<file path="src/rtl/rv32_irq_ctrl.sv">
// rtl/rv32_irq_ctrl.sv - interrupt front-end for RV32core
// Synchronises and edge-latches NUM_SRC lines, then presents one fixed-priority request at a time.
module rv32_irq_ctrl #(
  parameter int NUM_SRC     = 8,
  parameter int ID_W        = 3,
  parameter int SYNC_STAGES = 2
) (
  input  logic               clk_i,
  input  logic               rst_ni,
  input  logic [NUM_SRC-1:0] irq_src_i,
  input  logic [NUM_SRC-1:0] irq_en_i,
  input  logic               irq_ack_i,
  input  logic               irq_done_i,
  output logic               irq_req_o,
  output logic [ID_W-1:0]    irq_id_o,
  output logic               irq_busy_o,
  output logic [NUM_SRC-1:0] irq_pend_o
);

  typedef enum logic [1:0] {
    IDLE = 2'd0,
    REQ  = 2'd1,
    SERV = 2'd2
  } state_e;

  state_e             state_q;
  logic [NUM_SRC-1:0] sync_q [SYNC_STAGES];
  logic [NUM_SRC-1:0] prev_q;
  logic [NUM_SRC-1:0] pend_q;
  logic [NUM_SRC-1:0] pend_d;
  logic [SYNC_STAGES:0] fill_q;
  logic               req_q;
  logic               busy_q;
  logic [ID_W-1:0]    id_q;

  logic [NUM_SRC-1:0] rise;
  logic [NUM_SRC-1:0] eligible;
  logic [NUM_SRC-1:0] id_mask;
  logic [NUM_SRC-1:0] clr;
  logic [ID_W-1:0]    win_id;
  logic               id_en;

  // Edges are only trusted once the chain holds real samples, so lines already high at reset release never fire.
  always_comb begin
    rise     = fill_q[SYNC_STAGES] ? (sync_q[SYNC_STAGES-1] & ~prev_q) : '0;
    eligible = pend_q & irq_en_i;
    win_id   = '0;
    for (int i = NUM_SRC - 1; i >= 0; i--) begin
      if (eligible[i]) win_id = ID_W'(i);
    end
    id_mask = NUM_SRC'(1) << id_q;
    id_en   = |(irq_en_i & id_mask);
    clr     = (state_q == REQ && irq_ack_i) ? id_mask : '0;
    pend_d  = (pend_q & ~clr) | rise;
  end

  always_ff @(posedge clk_i) begin
    if (!rst_ni) begin
      for (int s = 0; s < SYNC_STAGES; s++) sync_q[s] <= '0;
      prev_q <= '0;
      fill_q <= '0;
      pend_q <= '0;
    end else begin
      sync_q[0] <= irq_src_i;
      for (int s = 1; s < SYNC_STAGES; s++) sync_q[s] <= sync_q[s-1];
      prev_q <= sync_q[SYNC_STAGES-1];
      fill_q <= {fill_q[SYNC_STAGES-1:0], 1'b1};
      pend_q <= pend_d;
    end
  end

  always_ff @(posedge clk_i) begin
    if (!rst_ni) begin
      state_q <= IDLE;
      req_q   <= 1'b0;
      busy_q  <= 1'b0;
      id_q    <= '0;
    end else begin
      case (state_q)
        IDLE: begin
          if (eligible != '0) begin
            state_q <= REQ;
            req_q   <= 1'b1;
            id_q    <= win_id;
          end
        end
        REQ: begin
          if (irq_ack_i) begin
            state_q <= SERV;
            req_q   <= 1'b0;
            busy_q  <= 1'b1;
          end else if (!id_en) begin
            state_q <= IDLE;
            req_q   <= 1'b0;
          end
        end
        SERV: begin
          if (irq_done_i) begin
            state_q <= IDLE;
            busy_q  <= 1'b0;
          end
        end
        default: begin
          state_q <= IDLE;
          req_q   <= 1'b0;
          busy_q  <= 1'b0;
        end
      endcase
    end
  end

  assign irq_req_o  = req_q;
  assign irq_id_o   = id_q;
  assign irq_busy_o = busy_q;
  assign irq_pend_o = pend_q;

endmodule

</file>
<file path="config.mk">
export PLATFORM = sky130hd
export DESIGN_NAME = rv32_irq_ctrl
export DESIGN_NICKNAME = d
export VERILOG_FILES = /design/src/rtl/rv32_irq_ctrl.sv
export SDC_FILE = /design/constraint.sdc
export NUM_CORES = 1
export LEC_CHECK = 0
export CELL_PAD_IN_SITES_DETAIL_PLACEMENT = 0
export CELL_PAD_IN_SITES_GLOBAL_PLACEMENT = 1
export CORE_UTILIZATION = 37
export CTS_CLUSTER_DIAMETER = 40
export DETAILED_ROUTE_END_ITERATION = 16
export PLACE_DENSITY_LB_ADDON = 0.1
export REMOVE_ABC_BUFFERS = 1
export SLEW_MARGIN = 20
export SYNTH_ARGS = -nofsm -noshare
export SYNTH_HDL_FRONTEND = slang
export SYNTH_SLANG_ARGS = --single-unit
</file>
<file path="constraint.sdc">
create_clock -name clk_i -period 1.7 [get_ports clk_i]
set_input_delay 0.17 -clock clk_i [delete_from_list [all_inputs] [get_ports clk_i]]
set_output_delay 0.17 -clock clk_i [all_outputs]
set_load 0.03 [all_outputs]
</file>
# --- Word level (Yosys, flattened, before mapping) ---
# Memory sizes are Yosys's and may differ from the RTL's.
# Cells that the tools add are included.
# W data, S select, Z words.
op_classes:
  n_addsub: 0
  n_mul: 0
  div_mod_pow: 0
  magnitude_cmp: 0
  eq_ne: 6
  shift: 1
  muxes: 27
  bitwise: 11
  reduce_logical: 8
ops:
  columns: ["operator", "count"]
  rows:
  - ["$and A8 B8 Y8", 4]
  - ["$mux W8", 4]
  - ["$mux W3", 8]
  - ["$not A8 Y8", 2]
  - ["$reduce_and A3 Y1", 3]
  - ["$mux W1", 8]
  - ["$mux W2", 4]
  - ["$or A8 B8 Y8", 1]
  - ["$reduce_bool A8 Y1", 1]
  - ["$reduce_or A8 Y1", 1]
  - ["$shl A1 B3 Y8 const A", 1]
  - ["$ne A2 B2 Y1 const B", 3]
  - ["$pmux W1 S3", 2]
  - ["$pmux W2 S3", 1]
  - ["$ne A3 B3 Y1 const B", 1]
  - ["$eq A2 B1 Y1 const B", 1]
  - ["$eq A2 B2 Y1 const B", 1]
  - ["$logic_not A2 Y1", 1]
  - ["$not A1 Y1", 2]
  - ["$or A1 B1 Y1", 2]
  - ["$reduce_and A2 Y1", 1]
  - ["$logic_and A1 B1 Y1", 1]
totals:
  reg_bits: 26
  latchBits: 0
  ramBits: 16
  romBits: 0
  input_bits: 20
  out_inout_bits: 13
  word_cells: 62
  n_memories: 1
memory_table:
  columns: ["name", "words", "word_bits", "read_ports", "rd_ports_with_merged_regs", "write_ports", "line_no", "rtl"]
  rows:
  - ["sync_q", 2, 8, 2, 0, 2, "27", "logic [NUM_SRC-1:0] sync_q [SYNC_STAGES];"]

# --- Logic depth before layout (Yosys ltp) ---
# Gate-level depths: netlist (run 1).
depth:
  depth_word: 9
  ltp_mapped: 5
  ltp_nobuf: 4

# --- Worst setup path before layout (run 1) ---
# Ideal clock, no wire load.
synth_timing:
  kind: "register -> register"
  from: "register pend_q[5] (netlist: irq_pend_o[5])"
  to: "register id_q[1] (netlist: irq_id_o[1])"
  setup_ns: 0.116
  t_arrival_ns: 1.375
  required_ns: 1.584
  path_slack_ns: 0.209
  path_stages_with_launch: 5
  path_buffers: 0
  synth_period_minus_slack_ns: 1.491
  cell_sequence: "dfxtp_1 -> a22o_4 -> o41ai_4 -> nand2b_1 -> and3_1"
synth_between:
  elab_chain_cells: 7
  elab_cells_between_ends: 9
  classes_between: "6 x mux; 1 x bitwise; 2 x reduce/logical"
synth_rtl:
  columns: ["element", "line_no", "rtl"]
  rows:
  - ["start: declaration", "29", "logic [NUM_SRC-1:0] pend_q;"]
  - ["start signal: assignment", "68", "pend_q <= pend_d;"]
  - ["$and A8 B8 Y8 *", "46", "eligible = pend_q & irq_en_i;"]
  - ["$mux W3 (6 in a row)", "49", "if (eligible[i]) win_id = ID_W'(i);"]
  - ["end signal: assignment", "84", "id_q <= win_id;"]
  - ["end: declaration", "34", "logic [ID_W-1:0] id_q;"]
# Every way passes the cells marked *; elsewhere a longest branch is shown, timed or not.
# A chain may end at the register's enable or synchronous reset.

# --- Worst setup path in the final report (run 1) ---
layout_timing:
  from: "register pend_q[4] (netlist: irq_pend_o[4])"
  to: "output irq_pend_o[4]"
layout_lines:
  columns: ["element", "line_no", "rtl"]
  rows:
  - ["end: declaration", "17", "output logic [NUM_SRC-1:0] irq_pend_o"]
# No word-level cell between the ends.

==> results_dict.tcl, run 1 <==
set metrics [dict create \
    slowest_delay_ns 0.71 \
    power_density_nw_per_um2 980 \
    ff2ff_path_depth 4 \
    share_clk_of_total_power 0.399 \
    yosysMostFrequentCell "dfxtp_1" \
    number_of_antenna_violations_at_the_first_check_in_global_routing 0 \
    h-tree-depth 2 \
    tritoncts_clock_tree "done" \
    cts_inserted_buffers 5 \
    timing.critical_path.cells "clkdlybuf4s50_1" \
    cp_data_arrival_time_ns 1.40 \
    power_uw 1990 \
    post-cts-setup-buffers 0 \
    required_ns 1.53 \
    setup_slack_ns 0.129 \
    crit-reg2reg-launch "irq_pend_o[5]$_SDFF_PN0_" \
    synth.top_cells.by_area "dfxtp_1 55%, and2_1 11%, nand3b_1 4.4%" \
    floorplan.initialDensity 0.385 \
    maxClockFrequency_ghz 0.636 \
    cp_num_buf_inv 1 \
    p_sw_uw 414 \
    synth_seq_cells 42 \
    num_rows 23 \
    drc_errors 0 \
    final_weighted_congestion_in_routability_driven_placement 0.833 \
    ys_async_sr_fraction 0 \
    number_of_cells_on_the_critical_path 1 \
    place_worst_setup_slack_ns -0.0289 \
    post_route_ant_nets 0 \
    clk-insertion-delay-late_ns 0.29 \
    yosys.cell_types.count 28 \
    synth_top_cell_by_area "dfxtp_1" \
    postSynth.topFlopCell "dfxtp_1" \
    timing.clock.skew_ns 0.00809 \
    power.leakage_uw 0.000759 \
    die-width_um 66.3 \
    ios 33 \
    cts.reportedPaths.clkPinSlew_ns 0.07 \
    synth_area_per_cell_um2 9.99 \
    ys.warnings.count 0 \
    number_of_synthesized_flops_with_an_enable_pin 0 \
    timing.critical_path.max_delay_family "buffers and inverters" \
    die-area_um2 4390 \
    design.final.nets 210 \
    period_minus_slack_ns 1.57 \
    dpl.hpwl_mm 2.40 \
    internal_power_uw 1580 \
    dieHeight_um 66.3 \
    power.ir.vdd_worst_mv 0.543 \
    final-setup-viol-count 0 \
    synth-seq-area-share 0.550 \
    grt_first_pass_wirelength_mm 5.53 \
    seqPwrFrac 0.522 \
    nFillCells 360 \
    unrepaired_setup_endpoints_after_global_routing "no" \
    clock_tree.root_cell "clkbuf_8" \
    insertedDiodeCount 0 \
    crit_slowest_cell "clkdlybuf4s50_1" \
    syn-cell-area_um2 1530 \
    max-clock-path-buffers 2 \
    yosysTopAreaCellShare 0.550 \
    wl_per_cell_um 14.2 \
    power.share.switching 0.208 \
    route.final.wire_length_mm 3.40 \
    timing.hold.ws_ns 0.436 \
    timing.final.crit_share 0.924 \
    cells_after_synth 153 \
    max-slew-margin-rel 0.740 \
    largest_net_degree_at_the_start_of_global_routing 17 \
    power.share.combinational 0.079 \
    tritoncts_num_sinks 42 \
    worst-slew-pin-transition_ns 0.389 \
    crit_path_start_kind "register" \
    crit_path_max_fanout 4 \
    grt_pass1_vias 1166 \
    crit_path_end_kind "output pin" \
    criticalPathCategory "register to output pin" \
    vias_per_cell 5.00 \
    detail_route.iter0.violations 58 \
    min-delay-path-class "register to register" \
    hold_viol_final 0 \
    synth.top_cells.by_count "42 x dfxtp_1, 26 x and2_1, 13 x nand2_1" \
    worstReg2RegEnd "irq_id_o[1]$_SDFFE_PN0P_" \
    core_um2 3970 \
    worst_setup_path_endpoint "irq_pend_o[4]" \
    grt_use_total 0.174 \
    max-cap-violations 0 \
    reg2reg_setup_slack_ns 0.25 \
    via_count 1201 \
    synthToLayoutAreaGrowth_pct 32.8 \
    remaining_global_route_overflow 0 \
    worst_setup_path_startpoint "irq_pend_o[4]$_SDFF_PN0_" \
    maxSlewViolCount 0 \
    port_buffers 32 \
    layout-drive-gt1-share 0.0842 \
    dr.pass1.iters 4 \
    result_of_the_run "completed" \
]
==> state kept, by name (all words and copies together), names as in the netlist <==
signal,count
fill_q,3
irq_busy_o,1
irq_id_o,3
irq_pend_o,8
irq_req_o,1
prev_q,8
state_q,2
sync_q,16
==> layer usage <==
metal  GRT usage  wire, um
met1       0.202      1550
met2       0.292      1600
met3      0.0569       163
met4      0.0691        82
met5           0         0
==> worst min path at each step <==
| stage | startpoint | slack (ns) | depth (start not counted) | to |
|---|---|---|---|---|
| 2_1_floorplan | rst_ni | 0.20 | 0 | fill_q[0]$_DFF_P_ |
| 3_3_place_gp | sync_q[0][1]$_SDFF_PN0_ | 0.42 | 1 | sync_q[0][9]$_SDFF_PN0_ |
| 3_5_place_dp | sync_q[0][1]$_SDFF_PN0_ | 0.42 | 1 | sync_q[0][9]$_SDFF_PN0_ |
| 4_1_cts | sync_q[0][1]$_SDFF_PN0_ | 0.43 | 1 | sync_q[0][9]$_SDFF_PN0_ |
| 5_1_grt | sync_q[0][3]$_SDFF_PN0_ | 0.45 | 1 | sync_q[0][11]$_SDFF_PN0_ |
| 6_report | sync_q[0][1]$_SDFF_PN0_ | 0.44 | 1 | sync_q[0][9]$_SDFF_PN0_ |
==> final cells by class <==
cell class | count | area (um^2) | share of cell area
clock buffer | 6 | 82.6 | 0.0407
multi-input combinational | 102 | 653 | 0.322
inverter | 2 | 7.51 | 0.00370
tap | 50 | 62.6 | 0.0308
clock inverter | 1 | 30.0 | 0.0148
timing repair buffer | 37 | 354 | 0.174
sequential | 42 | 841 | 0.414
==> cell usage in the layout, fill, tap and decap left out, drive strengths merged <==
cell            n
nor3b           1
and2           26
mux2i           3
a22o            4
inv             2
bufinv          1
nand2b          3
o221ai          1
nor2            3
o31ai           1
o21ai          12
buf             5
or2             2
dlygate4sd2     3
nand3           1
nand3b          9
o32ai           1
and3            1
a32o            2
clkdlybuf4s50  29
dfxtp          42
o41ai           1
a31oi           2
clkbuf          6
nand2          13
nand4b          2
a21oi          11
nor2b           1
o211ai          2
==> through the flow <==
stage	instance area (um^2)	instances	setup TNS, ns	util
6_report	2030	240	0	0.511
5_1_grt	2030	240	0	0.511
4_1_cts	2030	240	0	0.511
3_5_place_dp	1920	233	-0.0289	0.484
3_3_place_gp	1920	233	-0.0291	0.484
2_1_floorplan	1500	146	0	-
==> cells by family after synthesis <==
logic type,synth area share
compound gates,0.169
buf+inv,0.0229
flops,0.550
mux,0.0196
simple gates,0.238
==> power groups by stage <==
stage	Combinational [uW]	Sequential (uW)	Clock [uW]
floorplan	52.7	1070	0
global placement	158	1060	0
detailed placement	159	1060	0
CTS	158	1040	806
global route	173	1040	847
finish	157	1040	795
==> timing repair <==
action,in CTS,in global routing
setup endpoints to repair,3,0
hold buffers,0,0
gates resized for setup,3,0
Note: power is estimated with default switching activity, not from simulation.
==> inputs of run 2 (changes only) <==
Settings changed: ABC_AREA set to 1, CORE_UTILIZATION 37 to 36.
==> results_dict.tcl, run 2 <==
set metrics [dict create \
    result_of_the_run "completed" \
    yosysTopAreaCellShare 0.525 \
    clock_tree.root_cell "clkbuf_8" \
    criticalPathCategory "register to output pin" \
    grt_use_total 0.159 \
    timing.critical_path.cells "clkdlybuf4s50_1" \
    postSynth.topFlopCell "dfxtp_1" \
    route.final.wire_length_mm 3.27 \
    power.ir.vdd_worst_mv 0.462 \
    hold_viol_final 0 \
    synthToLayoutAreaGrowth_pct 30.0 \
    busiest_layer "met2" \
    ys_async_sr_fraction 0 \
    layout_commonest_cell "nand2_1" \
    crit_path_max_fanout 4 \
    clk-insertion-delay-late_ns 0.29 \
    die-area_um2 4720 \
    cts.reportedPaths.clkPinSlew_ns 0.08 \
    crit_slowest_cell "clkdlybuf4s50_1" \
    place.detailed.instances 279 \
    yosysMostFrequentCell "nand2_1" \
    final_cells 287 \
    wl_per_cell_um 11.4 \
    maxSlewViolCount 0 \
    via_count 1357 \
    timing.clock.skew_ns 0.00646 \
    most_frequent_cells_in_the_layout "59 x nand2_1, 42 x dfxtp_1, 31 x inv_1, 31 x clkdlybuf4s50_1, 12 x a21oi_1" \
    ios 33 \
    design.final.nets 256 \
    cells_after_synth 201 \
    remaining_global_route_overflow 0 \
    max-cap-violations 0 \
    slowest_delay_ns 0.70 \
    crit_path_end_kind "output pin" \
    number_of_antenna_violations_at_the_first_check_in_global_routing 0 \
    synth.top_cells.by_area "dfxtp_1 53%, nand2_1 14%, inv_1 7.3%" \
    grt_first_pass_wirelength_mm 5.49 \
    post_route_ant_nets 0 \
    floorplan.initialDensity 0.386 \
    cp_num_buf_inv 1 \
    h-tree-depth 2 \
    synth_seq_cells 42 \
    port_buffers 32 \
    gr-usage-met1 0.193 \
    die-width_um 68.7 \
    cp_data_arrival_time_ns 1.39 \
    global_route.usage.met3 0.0411 \
    unrepaired_setup_endpoints_after_global_routing "no" \
    timing.critical_path.max_delay_family "buffers and inverters" \
    tritoncts_num_sinks 42 \
    place_worst_setup_slack_ns 0.185 \
    synth-seq-area-share 0.525 \
    insertedDiodeCount 0 \
    dr.pass1.iters 4 \
    drc_errors 0 \
    power_density_nw_per_um2 957 \
    crit_path_start_kind "register" \
    vias_per_cell 4.73 \
    ys.warnings.count 0 \
    required_ns 1.53 \
    timing.final.crit_share 0.917 \
    grt_pass1_vias 1301 \
    min-delay-path-class "input port to register" \
    cts_inserted_buffers 5 \
    syn-cell-area_um2 1600 \
    dieHeight_um 68.7 \
    worst-slew-pin-transition_ns 0.469 \
    max-slew-margin-rel 0.687 \
    regMostFlops "sync_q" \
    num_rows 23 \
    tritoncts_clock_tree "done" \
    synth.top_cells.by_count "59 x nand2_1, 42 x dfxtp_1, 31 x inv_1" \
    max-clock-path-buffers 2 \
    final_weighted_congestion_in_routability_driven_placement 0.861 \
    synth_area_per_cell_um2 7.97 \
    period_minus_slack_ns 1.56 \
    synth_top_cell_by_area "dfxtp_1" \
    dpl.hpwl_mm 2.37 \
    layout-drive-gt1-share 0.0759 \
    maxClockFrequency_ghz 0.642 \
    largest_net_degree_at_the_start_of_global_routing 26 \
    yosys.cell_types.count 21 \
    setup_slack_ns 0.142 \
    number_of_flip_flops_under_the_largest_register_name 16 \
    core_um2 4140 \
    power.leakage_uw 0.00101 \
    nFillCells 421 \
    number_of_synthesized_flops_with_an_enable_pin 0 \
    detail_route.iter0.violations 92 \
    final-setup-viol-count 0 \
    fin_tns_setup_ns 0 \
    grtUsageMet2 0.272 \
]
[run 2: cell types whose count changed in the layout (fill, tap and decap cells not counted), sizes merged, moves of 4 or more]
| cell | delta |
|---|---|
| o21ai | -4 |
| nand4 | +6 |
| nand2 | +46 |
| o41ai | +5 |
| inv | +32 |
| and2 | -26 |
| nor2 | +6 |
| a22o | -4 |
[run 2: worst paths after layout]
check	slack (ns)	cells past startpoint	to	start
worst min register to register	0.41	2	fill_q[2]$_SDFF_PN0_	fill_q[1]$_SDFF_PN0_
worst max-delay path	0.14	1	irq_pend_o[7]	irq_pend_o[7]$_SDFF_PN0_
worst min-delay path	0.40	3	sync_q[0][5]$_SDFF_PN0_	irq_src_i[5]
worst max register to register	0.31	10	irq_req_o$_SDFFE_PN0P_	irq_id_o[0]$_SDFFE_PN0P_
[run 2: layer usage]
| layer | up-vias | routed length (um) |
|---|---|---|
| met5 | - | 0 |
| met4 | 0 | 17 |
| met3 | 2 | 191 |
| met2 | 35 | 1580 |
| met1 | 615 | 1480 |
| li1 | 705 | - |
[run 2: metrics by stage]
stage               hold slack [ns]  power, uW  instance area (um^2)   util
CTS                           0.396       2020                  2080  0.502
floorplan                     0.198       1150                  1550      -
detailed placement            0.398       1250                  1970  0.476
finish                        0.402       1990                  2080  0.502
global route                  0.409       2080                  2080  0.502
global placement              0.392       1250                  1970  0.476
[run 2: kinds of logic (layout without fill, tap and decap cells)]
kind of cell | count (synthesis) | after routing | share of synthesized area
flip-flops | 42 | 42 | 0.525
AND/OR/NAND/NOR | 88 | 88 | 0.250
buffers and inverters | 42 | 78 | 0.115
AO/OA/AOI/OAI | 29 | 29 | 0.110
[run 2: timing repair]
item,in CTS,in global routing
endpoints found under the setup margin,1,0
resized for setup,1,0
setup buffers,0,0
hold buffers,0,0
[run 2: final cells by class]
type | count | area [um^2] | share of cell area
tap | 50 | 62.6 | 0.0300
sequential | 42 | 841 | 0.404
inverter | 34 | 130 | 0.0625
timing repair buffer | 36 | 362 | 0.174
clock buffer | 6 | 72.6 | 0.0349
multi-input combinational | 117 | 577 | 0.277
clock inverter | 2 | 37.5 | 0.0180
[run 2: report_power, final]
group | switching, uW | internal, uW | total, uW
Sequential | 17.6 | 1020 | 1040
Clock | 329 | 438 | 766
Combinational | 99.1 | 90.5 | 190
Total | 445 | 1550 | 1990
